===== src/rtl/pl_fetch_ctrl.sv =====
// Instruction-fetch sequencer: owns the PC, handshakes with instruction memory, inserts
// load-use stalls, applies EX redirects and halts. Optional stall counter: FETCH_STALL_CNT_EN.
module pl_fetch_ctrl #(
  parameter int PROG_CTR_WID = 10,
  parameter int RESET_VEC    = 0
) (
  input  logic                    clk,
  input  logic                    rst,
  output logic                    imem_req,
  output logic [PROG_CTR_WID-1:0] imem_addr,
  input  logic                    imem_valid,
  input  logic [15:0]             imem_rdata,
  input  logic                    branch_taken_EX,
  input  logic [PROG_CTR_WID-1:0] branch_target_EX,
  input  logic                    load_true_IFID,
  input  logic [2:0]              res_addr_IFID,
  input  logic                    halt_req,
  input  logic                    resume,
  output logic [PROG_CTR_WID-1:0] prog_ctr,
  output logic                    stall_IF,
  output logic                    bubble_ID,
  output logic                    flush_IF,
  output logic                    flush_ID,
  output logic                    halted,
  output logic [15:0]             stall_cnt
);

  localparam logic [PROG_CTR_WID-1:0] RESET_PC = PROG_CTR_WID'(RESET_VEC);

  typedef enum logic [2:0] {IDLE, FETCH, STALL, REDIRECT, HALT} state_t;

  state_t                  state_reg;
  state_t                  state_next;
  logic [PROG_CTR_WID-1:0] pc_next;
  logic                    hazard;
  logic                    branch_live;

  // Only the two register-source fields of the fetched word matter for hazard detection.
  logic unused_rdata;
  assign unused_rdata = ^{imem_rdata[15:7], imem_rdata[3]};

  assign imem_addr = prog_ctr;
  assign hazard = load_true_IFID &&
                  ((res_addr_IFID == imem_rdata[2:0]) || (res_addr_IFID == imem_rdata[6:4]));
  assign branch_live = branch_taken_EX &&
                       ((state_reg == FETCH) || (state_reg == STALL) || (state_reg == REDIRECT));

  always_comb begin
    state_next = state_reg;
    pc_next    = prog_ctr;
    if (branch_live) begin
      pc_next    = branch_target_EX;
      state_next = REDIRECT;
    end else begin
      case (state_reg)
        IDLE:     state_next = FETCH;
        FETCH: begin
          if (imem_valid) begin
            if (hazard) begin
              state_next = STALL;
            end else begin
              pc_next    = prog_ctr + 1'b1;
              state_next = halt_req ? HALT : FETCH;
            end
          end
        end
        STALL:    state_next = halt_req ? HALT : FETCH;
        REDIRECT: state_next = FETCH;
        HALT:     if (resume) state_next = FETCH;
        default:  state_next = IDLE;
      endcase
    end
  end

  // Outputs are registered from the next state so they line up with the state being entered.
  always_ff @(posedge clk or negedge rst) begin
    if (!rst) begin
      state_reg <= IDLE;
      prog_ctr  <= RESET_PC;
      imem_req  <= 1'b0;
      stall_IF  <= 1'b0;
      bubble_ID <= 1'b0;
      flush_IF  <= 1'b0;
      flush_ID  <= 1'b0;
      halted    <= 1'b0;
    end else begin
      state_reg <= state_next;
      prog_ctr  <= pc_next;
      imem_req  <= (state_next == FETCH);
      stall_IF  <= (state_next == STALL);
      bubble_ID <= (state_next == STALL);
      flush_IF  <= (state_next == REDIRECT);
      flush_ID  <= (state_next == REDIRECT);
      halted    <= (state_next == HALT);
    end
  end

`ifdef FETCH_STALL_CNT_EN
  logic [15:0] cnt_reg;
  logic        count_en;

  assign count_en = (state_reg == STALL) || (state_reg == REDIRECT) || (imem_req && !imem_valid);

  always_ff @(posedge clk or negedge rst) begin
    if (!rst) begin
      cnt_reg <= 16'h0000;
    end else if (count_en && (cnt_reg != 16'hFFFF)) begin
      cnt_reg <= cnt_reg + 16'h0001;
    end
  end

  assign stall_cnt = cnt_reg;
`else
  assign stall_cnt = 16'h0000;
`endif

endmodule

===== config.mk =====
export PLATFORM = sky130hd
export DESIGN_NAME = pl_fetch_ctrl
export DESIGN_NICKNAME = d
export VERILOG_FILES = /design/src/rtl/pl_fetch_ctrl.sv
export SDC_FILE = /design/constraint.sdc
export NUM_CORES = 1
export LEC_CHECK = 0
export ABC_AREA = 1
export BUFFER_PORTS_ARGS = -buffer_cell sky130_fd_sc_hd__buf_2
export CAP_MARGIN = 25
export CORE_ASPECT_RATIO = 0.75
export CORE_MARGIN = 2
export CORE_UTILIZATION = 45
export CTS_CLUSTER_SIZE = 24
export DETAILED_ROUTE_END_ITERATION = 12
export GPL_ROUTABILITY_DRIVEN = 0
export PLACE_DENSITY = 0.8
export SLEW_MARGIN = 20
export SYNTH_ARGS = -nofsm -noshare
export SYNTH_HDL_FRONTEND = slang
export SYNTH_SLANG_ARGS = --single-unit

===== constraint.sdc =====
create_clock -name clk -period 1.5 [get_ports clk]
set_input_delay 0.3 -clock clk [delete_from_list [all_inputs] [get_ports clk]]
set_output_delay 0.3 -clock clk [all_outputs]
set_load 0.02 [all_outputs]

# After elaboration in Yosys (flattened, before gate mapping)
# Index checks and enable logic that the tools add are counted.
[word_totals]
output_inout_bits = 42
word_cells = 38
ff_bits = 17
[op_classes]
mux = 10
n_reduce_logical = 10
eq_ne = 11
n_addsub = 1
[op_table]
columns = ["cell", "n"]
rows = [
  ["10-bit 2-to-1 mux", 4],
  ["3-bit 2-to-1 mux", 5],
  ["3-bit by 2-bit == test with 1-bit output, second input constant", 4],
  ["3-bit case mux with 4 select lines", 1],
  ["10-bit by 1-bit adder with 10-bit output, second input constant", 1],
  ["3-bit by 1-bit == test with 1-bit output, second input constant", 2],
  ["3-bit == test", 2],
  ["3-bit == test, second input constant", 2],
  ["2-bit nonzero test", 2],
  ["3-bit zero test", 1],
  ["1-bit logical OR", 3],
  ["3-bit AND reduction", 1],
  ["1-bit logical AND", 2],
  ["2-bit by 1-bit != test with 1-bit output, second input constant", 1],
  ["2-bit OR reduction", 1],
]

# Logic depth before layout (Yosys ltp)
# Gate-level depths: netlist of the first run.
[logic_depth]
word_depth = 8
depth_mapped = 11
depth_no_buf = 11

# Worst setup path after synthesis of the first run
# OpenSTA, ideal clock, no wires.
[synth_timing]
kind = "register -> register"
start = "register prog_ctr[0], in the netlist imem_addr[0]"
end = "register prog_ctr[6], in the netlist imem_addr[6]"
t_arrival_ns = 1.415
setup_time_ns = 0.117
slack_ns = -0.032
synth_period_minus_slack_ns = 1.532
required_ns = 1.383
stages_incl_launch_ff = 9
path_cell_list = "dfrtp_1 -> ha_1 -> nand4_1 -> nor2_2 -> or2_2 -> nand3_1 -> nand2_1 -> nand2_1 -> nand2_1"
[synth_between]
elab_chain_len = 5
[synth_rtl]
columns = ["element", "line", "source"]
rows = [
  ["start, declared", "19", "output logic [PROG_CTR_WID-1:0] prog_ctr,"],
  ["start signal, assigned", "88", "prog_ctr <= pc_next;"],
  ["10-bit by 1-bit adder with 10-bit output", "62", "pc_next = prog_ctr + 1'b1;"],
  ["10-bit 2-to-1 mux", "59", "if (hazard) begin"],
  ["10-bit 2-to-1 mux", "58", "if (imem_valid) begin"],
  ["10-bit 2-to-1 mux", "55", "case (state_reg)"],
  ["10-bit 2-to-1 mux", "51", "if (branch_live) begin"],
]
# No other way between the ends. The select of a mux whose other input is x is not followed.
# A chain may end at the register's enable or synchronous reset.

# Worst setup path in the final report of the first run
[layout_timing]
start = "register state_reg[1]"
end = "register prog_ctr[5], in the netlist imem_addr[5]"
[layout_between]
elab_chain_len = 6
[layout_rtl]
columns = ["element", "line", "source"]
rows = [
  ["start, declared", "32", "state_t state_reg;"],
  ["start signal, assigned", "87", "state_reg <= state_next;"],
  ["3-bit by 1-bit == test with 1-bit output / 3-bit by 2-bit == test with 1-bit output (equally long branches)", "46, 55", ""],
  ["1-bit logical OR (2 in a row)", "46", "((state_reg == FETCH) || (state_reg == STALL) || (state_reg == REDIRECT));"],
  ["1-bit logical AND", "45", "assign branch_live = branch_taken_EX &&"],
  ["2-bit by 1-bit != test with 1-bit output (no line) / 2-bit nonzero test (equally long branches)", "n/a", ""],
  ["3-bit AND reduction (no line)", "n/a", ""],
]
# Several ways; a longest one is shown, not always the timed one.

==> results.ini, run 1 <==
[worst_hold_path]
worst_hold_path_type = primary input to flop
min_from = branch_target_EX[6]

[clock_network]
clkSlewWorstSetupHoldPaths_ns = 0.07
cts_buffers = 3
tritoncts = built
numClockSinks = 17
clkLatencyLatePin_ns = 0.25
cts-root-buf = clkbuf_8
clockBufferDepth = 2
h-tree-depth = 1

[yosys]
yosys.area.top_type = dfrtp_1
async_reset_ff_frac = 1.000
netlist_instances = 199
synth_top_area_share = 0.2874
ys.flop_type = dfrtp_1
synthesis.area_mm2 = 0.001480
synth-edff-count = 0
synth_warnings = 0
yosysSeqAreaShare = 0.2874
syn_area_per_cell_um2 = 7.438
synth_cell_type_count = 31
ys_ff_latch = 17
yosysMostFrequentCell = nand2_1
synth_commonest_cells = 63 x nand2_1, 28 x buf_4, 17 x dfrtp_1
synth.area.top_cells = dfrtp_1 29%, nand2_1 16%, buf_4 14%, nand3_2 6.8%, inv_1 3.8%

[finish]
nets = 286
fill_cells = 278
layout.cells.non_filler = 286
final_layout_size_suffix_gt1_frac = 0.3790
fin_area_mm2 = 0.001729
area_growth_pct = 16.82
multiInputGateArea_um2 = 785.8
antenna_cells = 0
fin_util = 0.5685
largest_reg_flops = 10
seq_area_um2 = 426.7

[global_routing]
grt_first_pass_wirelength_um = 5085
grt_max_degree = 18
grt_util_all_layers = 0.1720
grt_pass1_vias = 1116
antenna_found_initial = 0
grt_overflow_total = 0

[floorplan]
core_area_mm2 = 0.003042
rows = 17
dieArea_mm2 = 0.003769
die_h_um = 53.67
start_util = 0.4866
die_w_um = 70.23
io_pins = 78

[placement]
port_buffers = 51
post-place-cells = 279
dp_hpwl_um = 2395
post_dp_cell_area_mm2 = 0.001645

[power]
p_sw_w = 0.001556
p_seq_frac = 0.273
clock_power_share = 0.110
power_density_mw_per_mm2 = 1787
p_int_w = 0.001534
leakage_nw = 0.9791
switching_share = 0.5036
power_frac_comb = 0.617
ir_drop_uv = 606.2

[critical_path]
cp_slowest_cell = dfrtp_1
worstPathArrival_ns = 1.61
critPathLaunch = state_reg[1]
cp-start-kind = flop
cpPeakStageDelay_ns = 0.47
cp-end-kind = flop
crit_type = flop to flop
path_buf_inv = 1
timing.rr.start = state_reg[1]
path_cells = nor2_2 -> nor2_4 -> nand2_2 -> inv_4 -> o31ai_1 -> nand2_1 -> nand2_1
cp_top_family = simple AND/OR/NAND/NOR gates
crit_fanout = 17
required_ns = 1.69
cp_common_cell = nand2_1

[sta]
max_freq_ghz = 0.7090
finalHoldViolCount = 0
rsz0062_at_grt = true
fin_crit_ns = 1.410
holdWs_ns = 0.3399
fin_crit_sh = 0.9403
finalSetupViolCount = 0
slew_viol_final = 0
skew_ns = 0.004502
fin_tns_setup_ns = 0

[flow_run]
maxCapViolations = 0

[routing]
wire_per_inst_um = 11.01
drc = 0
dr.pass1.iters = 4
dr_total_vias = 1348
finalWirelength_um = 3148
ant_nets = 0
vias_per_cell = 4.713
drtIter0Drc = 68

[status]
run_status = complete, no violations

==> layout make-up <==
type,count,share of cell area
clock inverters,1,0.002894
repair buffers,62,0.2041
flip-flops and latches,17,0.2467
clock buffers,3,0.02388
well taps,38,0.02750
multi-input cells,147,0.4544
inverters,18,0.04052
==> metal layers <==
layer | part of all wire | vias up | wire, µm | track usage
met1 | 0.46 | 614 | 1447 | 0.2285
li1 | - | 691 | - | -
met5 | 0 | - | 0 | 0
met3 | 0.049 | 2 | 155 | 0.03745
met2 | 0.48 | 41 | 1510 | 0.2877
met4 | 0.011 | 0 | 35 | 0.04808
==> cell families after synthesis <==
| family | share of synthesized area |
|---|---|
| xor gates and xnor gates | 0.02367 |
| DFF | 0.2874 |
| AOI/OAI and AO/OA | 0.05326 |
| adders and majority gates | 0.008452 |
| buffers and inverters | 0.2282 |
| and+or+nand+nor | 0.3965 |
| other | 0.002533 |
==> placed cells by master (no fill, tap or decap), types with 2 or more instances in the layout <==
cell type / instances
nand2_2: 4
a21oi_1: 2
o21ai_0: 6
nand2_4: 2
clkbuf_8: 3
inv_2: 2
nand4_1: 6
xnor2_1: 3
nor3_1: 3
nor2_1: 8
nand3_2: 10
o31ai_1: 2
conb_1: 16
inv_1: 15
buf_4: 9
nand2_1: 63
nand3_1: 10
dfrtp_1: 16
nor2_2: 3
buf_2: 51
==> through the flow <==
stage | worst slack [ns] | total power, W
3_3_place_gp | 0.08910 | 0.002654
2_1_floorplan | 0.007755 | 0.002325
6_report | 0.08960 | 0.003090
3_5_place_dp | 0.06456 | 0.002697
5_1_grt | -0.01732 | 0.003345
4_1_cts | 0.06074 | 0.003049
==> path summary, 6_finish.rpt <==
kind / endpoint / slack [ns] / cells after the start
min reg2reg: imem_addr[8] / 0.59 / 2
min: imem_addr[6] / 0.34 / 5
max reg2reg: imem_addr[5] / 0.09 / 7
max in group asynchronous: imem_addr[0] / 0.70 / 2
max: imem_addr[5] / 0.09 / 7
min in group asynchronous: imem_addr[6] / 0.50 / 2
==> power groups by stage <==
stage	sequential [W]	combinational, W	clock, W
2_1_floorplan	0.00107	0.00125	0
3_3_place_gp	0.000822	0.00183	0
3_5_place_dp	0.000834	0.00186	0
4_1_cts	0.000827	0.00187	0.000351
5_1_grt	0.000878	0.00209	0.000375
6_report	0.000843	0.00191	0.000340
==> worst min-delay path, stage by stage <==
cell     delay, ns
buf_2         0.08
nand2_1       0.04
nand2_1       0.05
nand2_1       0.04
nand2_1       0.04
==> timing repair <==
| action | in CTS | in global routing |
|---|---|---|
| hold buffers | 1 | 0 |
| endpoints found under the setup margin | 0 | 2 |
| buffers inserted | 0 | 2 |
| hold endpoints to repair | 17 | 0 |
| gates resized for setup | 0 | 2 |
(Power assumes the default switching activity.)
==> run 2, diff against run 1 <==
--- a/config.mk
+++ b/config.mk
@@ -14,6 +14,7 @@
 export CTS_CLUSTER_SIZE = 24
 export DETAILED_ROUTE_END_ITERATION = 12
 export GPL_ROUTABILITY_DRIVEN = 0
+export MAX_ROUTING_LAYER = met4
 export PLACE_DENSITY = 0.8
 export SLEW_MARGIN = 20
 export SYNTH_ARGS = -nofsm -noshare
==> results.ini, run 2 (synthesis results as in run 1) <==
[routing]
vias_per_cell = 4.713  ; unchanged
drc = 0  ; unchanged
finalWirelength_um = 3148  ; unchanged
ant_nets = 0  ; unchanged
drtIter0Drc = 68  ; unchanged
wire_per_inst_um = 11.01  ; unchanged
dr.pass1.iters = 4  ; unchanged
dr_total_vias = 1348  ; unchanged

[floorplan]
die_w_um = 70.23  ; unchanged
core_area_mm2 = 0.003042  ; unchanged
rows = 17  ; unchanged
start_util = 0.4866  ; unchanged
die_h_um = 53.67  ; unchanged
dieArea_mm2 = 0.003769  ; unchanged
io_pins = 78  ; unchanged

[global_routing]
grt_util_all_layers = 0.1772  ; +0.005262
grt_first_pass_wirelength_um = 5078  ; -0.14%
grt_overflow_total = 0  ; unchanged
grt_max_degree = 18  ; unchanged
antenna_found_initial = 0  ; unchanged
grt_pass1_vias = 1115  ; -0.090%

[sta]
max_freq_ghz = 0.7090  ; about the same
slew_viol_final = 0  ; unchanged
rsz0062_at_grt = true
holdWs_ns = 0.3399  ; +0.00001100 ns
finalSetupViolCount = 0  ; unchanged
skew_ns = 0.004508  ; +0.000005330 ns
fin_crit_sh = 0.9403  ; about the same
setup_slack_ns = 0.08957  ; -0.00002700 ns
fin_crit_ns = 1.410  ; +0.00002700 ns
finalHoldViolCount = 0  ; unchanged

[finish]
layout_commonest_cell = nand2_1
nets = 286  ; unchanged
layout.cells.non_filler = 286  ; unchanged
fill_cells = 278  ; unchanged
final_layout_size_suffix_gt1_frac = 0.3790  ; unchanged
antenna_cells = 0  ; unchanged
largest_reg_flops = 10  ; unchanged
final_cell_mix = 63 x nand2_1, 51 x buf_2, 16 x conb_1, 16 x dfrtp_1, 15 x inv_1
area_growth_pct = 16.82  ; unchanged
fin_area_mm2 = 0.001729  ; unchanged

[flow_run]
maxCapViolations = 0  ; unchanged

[clock_network]
clkSlewWorstSetupHoldPaths_ns = 0.07  ; about the same
numClockSinks = 17  ; unchanged
cts_buffers = 3  ; unchanged
tritoncts = built
clockBufferDepth = 2  ; unchanged
h-tree-depth = 1  ; unchanged
clkLatencyLatePin_ns = 0.25  ; about the same
cts-root-buf = clkbuf_8

[critical_path]
cp_top_family = simple AND/OR/NAND/NOR gates
cp-start-kind = flop
path_cells = nor2_2 -> nor2_4 -> nand2_2 -> inv_4 -> o31ai_1 -> nand2_1 -> nand2_1
r2r_cells = 7  ; unchanged
cp.depth = 7  ; unchanged
crit_type = flop to flop
cp-end-kind = flop
cp_slowest_cell = dfrtp_1
path_buf_inv = 1  ; unchanged
cp_common_cell = nand2_1
cpPeakStageDelay_ns = 0.47  ; about the same
crit_fanout = 17  ; unchanged
required_ns = 1.69  ; about the same
worstPathArrival_ns = 1.61  ; about the same

[power]
ir_drop_uv = 606.2  ; unchanged
leakage_nw = 0.9791  ; unchanged
total_power_w = 0.003090  ; about the same
power_density_mw_per_mm2 = 1787  ; about the same

[placement]
post_dp_cell_area_mm2 = 0.001645  ; unchanged
port_buffers = 51  ; unchanged
post-place-cells = 279  ; unchanged
dp_slack_ns = 0.06456  ; unchanged
dp_hpwl_um = 2395  ; unchanged

[status]
run_status = complete, no violations

[worst_hold_path]
worst_hold_path_type = primary input to flop
min_path_cells = 5  ; unchanged

[run 2: power breakdown]
group / switching (W) / internal (W) / leakage (nW)
registers: 0.000201 / 0.000642 / 0.213
clock network: 0.000155 / 0.000184 / 0.0255
logic: 0.00120 / 0.000708 / 0.741
[run 2: what timing repair did]
action	in CTS	in global routing
hold buffers	1	0
buffers inserted	0	2
endpoints found under the setup margin	0	2
hold endpoints to repair	17	0
gates resized for setup	0	2
[run 2: worst paths after layout]
check                                to  slack, ns           startpoint
max                        imem_addr[5]       0.09         state_reg[1]
max reg2reg                imem_addr[5]       0.09         state_reg[1]
min                        imem_addr[6]       0.34  branch_target_EX[6]
min reg2reg                imem_addr[8]       0.59         imem_addr[8]
min in group asynchronous  imem_addr[6]       0.50                  rst
max in group asynchronous  imem_addr[0]       0.70                  rst
[run 2: per-stage QoR]
step,utilization,setup TNS (ns)
after floorplan,-,0
after global placement,0.5409,0
after detailed placement,0.5409,0
after CTS,0.5594,0
after global routing,0.5685,-0.01732
final,0.5685,0
[run 2: per-layer routing]
metal  part of all wire  global-route usage
met5                  0                   -
met4              0.011             0.04808
met3              0.049             0.03745
met2               0.48              0.2877
met1               0.46              0.2285
[run 2: area by class of cell]
| cell class | instances | area (µm²) | share of cell area |
|---|---|---|---|
| repair buffers | 62 | 352.8 | 0.2041 |
| well taps | 38 | 47.55 | 0.02750 |
| clock buffers | 3 | 41.29 | 0.02388 |
| multi-input cells | 147 | 785.8 | 0.4544 |
| clock inverters | 1 | 5.005 | 0.002894 |
| inverters | 18 | 70.07 | 0.04052 |
| flip-flops and latches | 17 | 426.7 | 0.2467 |
[run 2: worst register-to-register path: stages, from the launching register on]
cell	delay [ns]
dfrtp_1	0.47
nor2_2	0.19
nor2_4	0.05
nand2_2	0.14
inv_4	0.11
o31ai_1	0.25
nand2_1	0.08
nand2_1	0.06
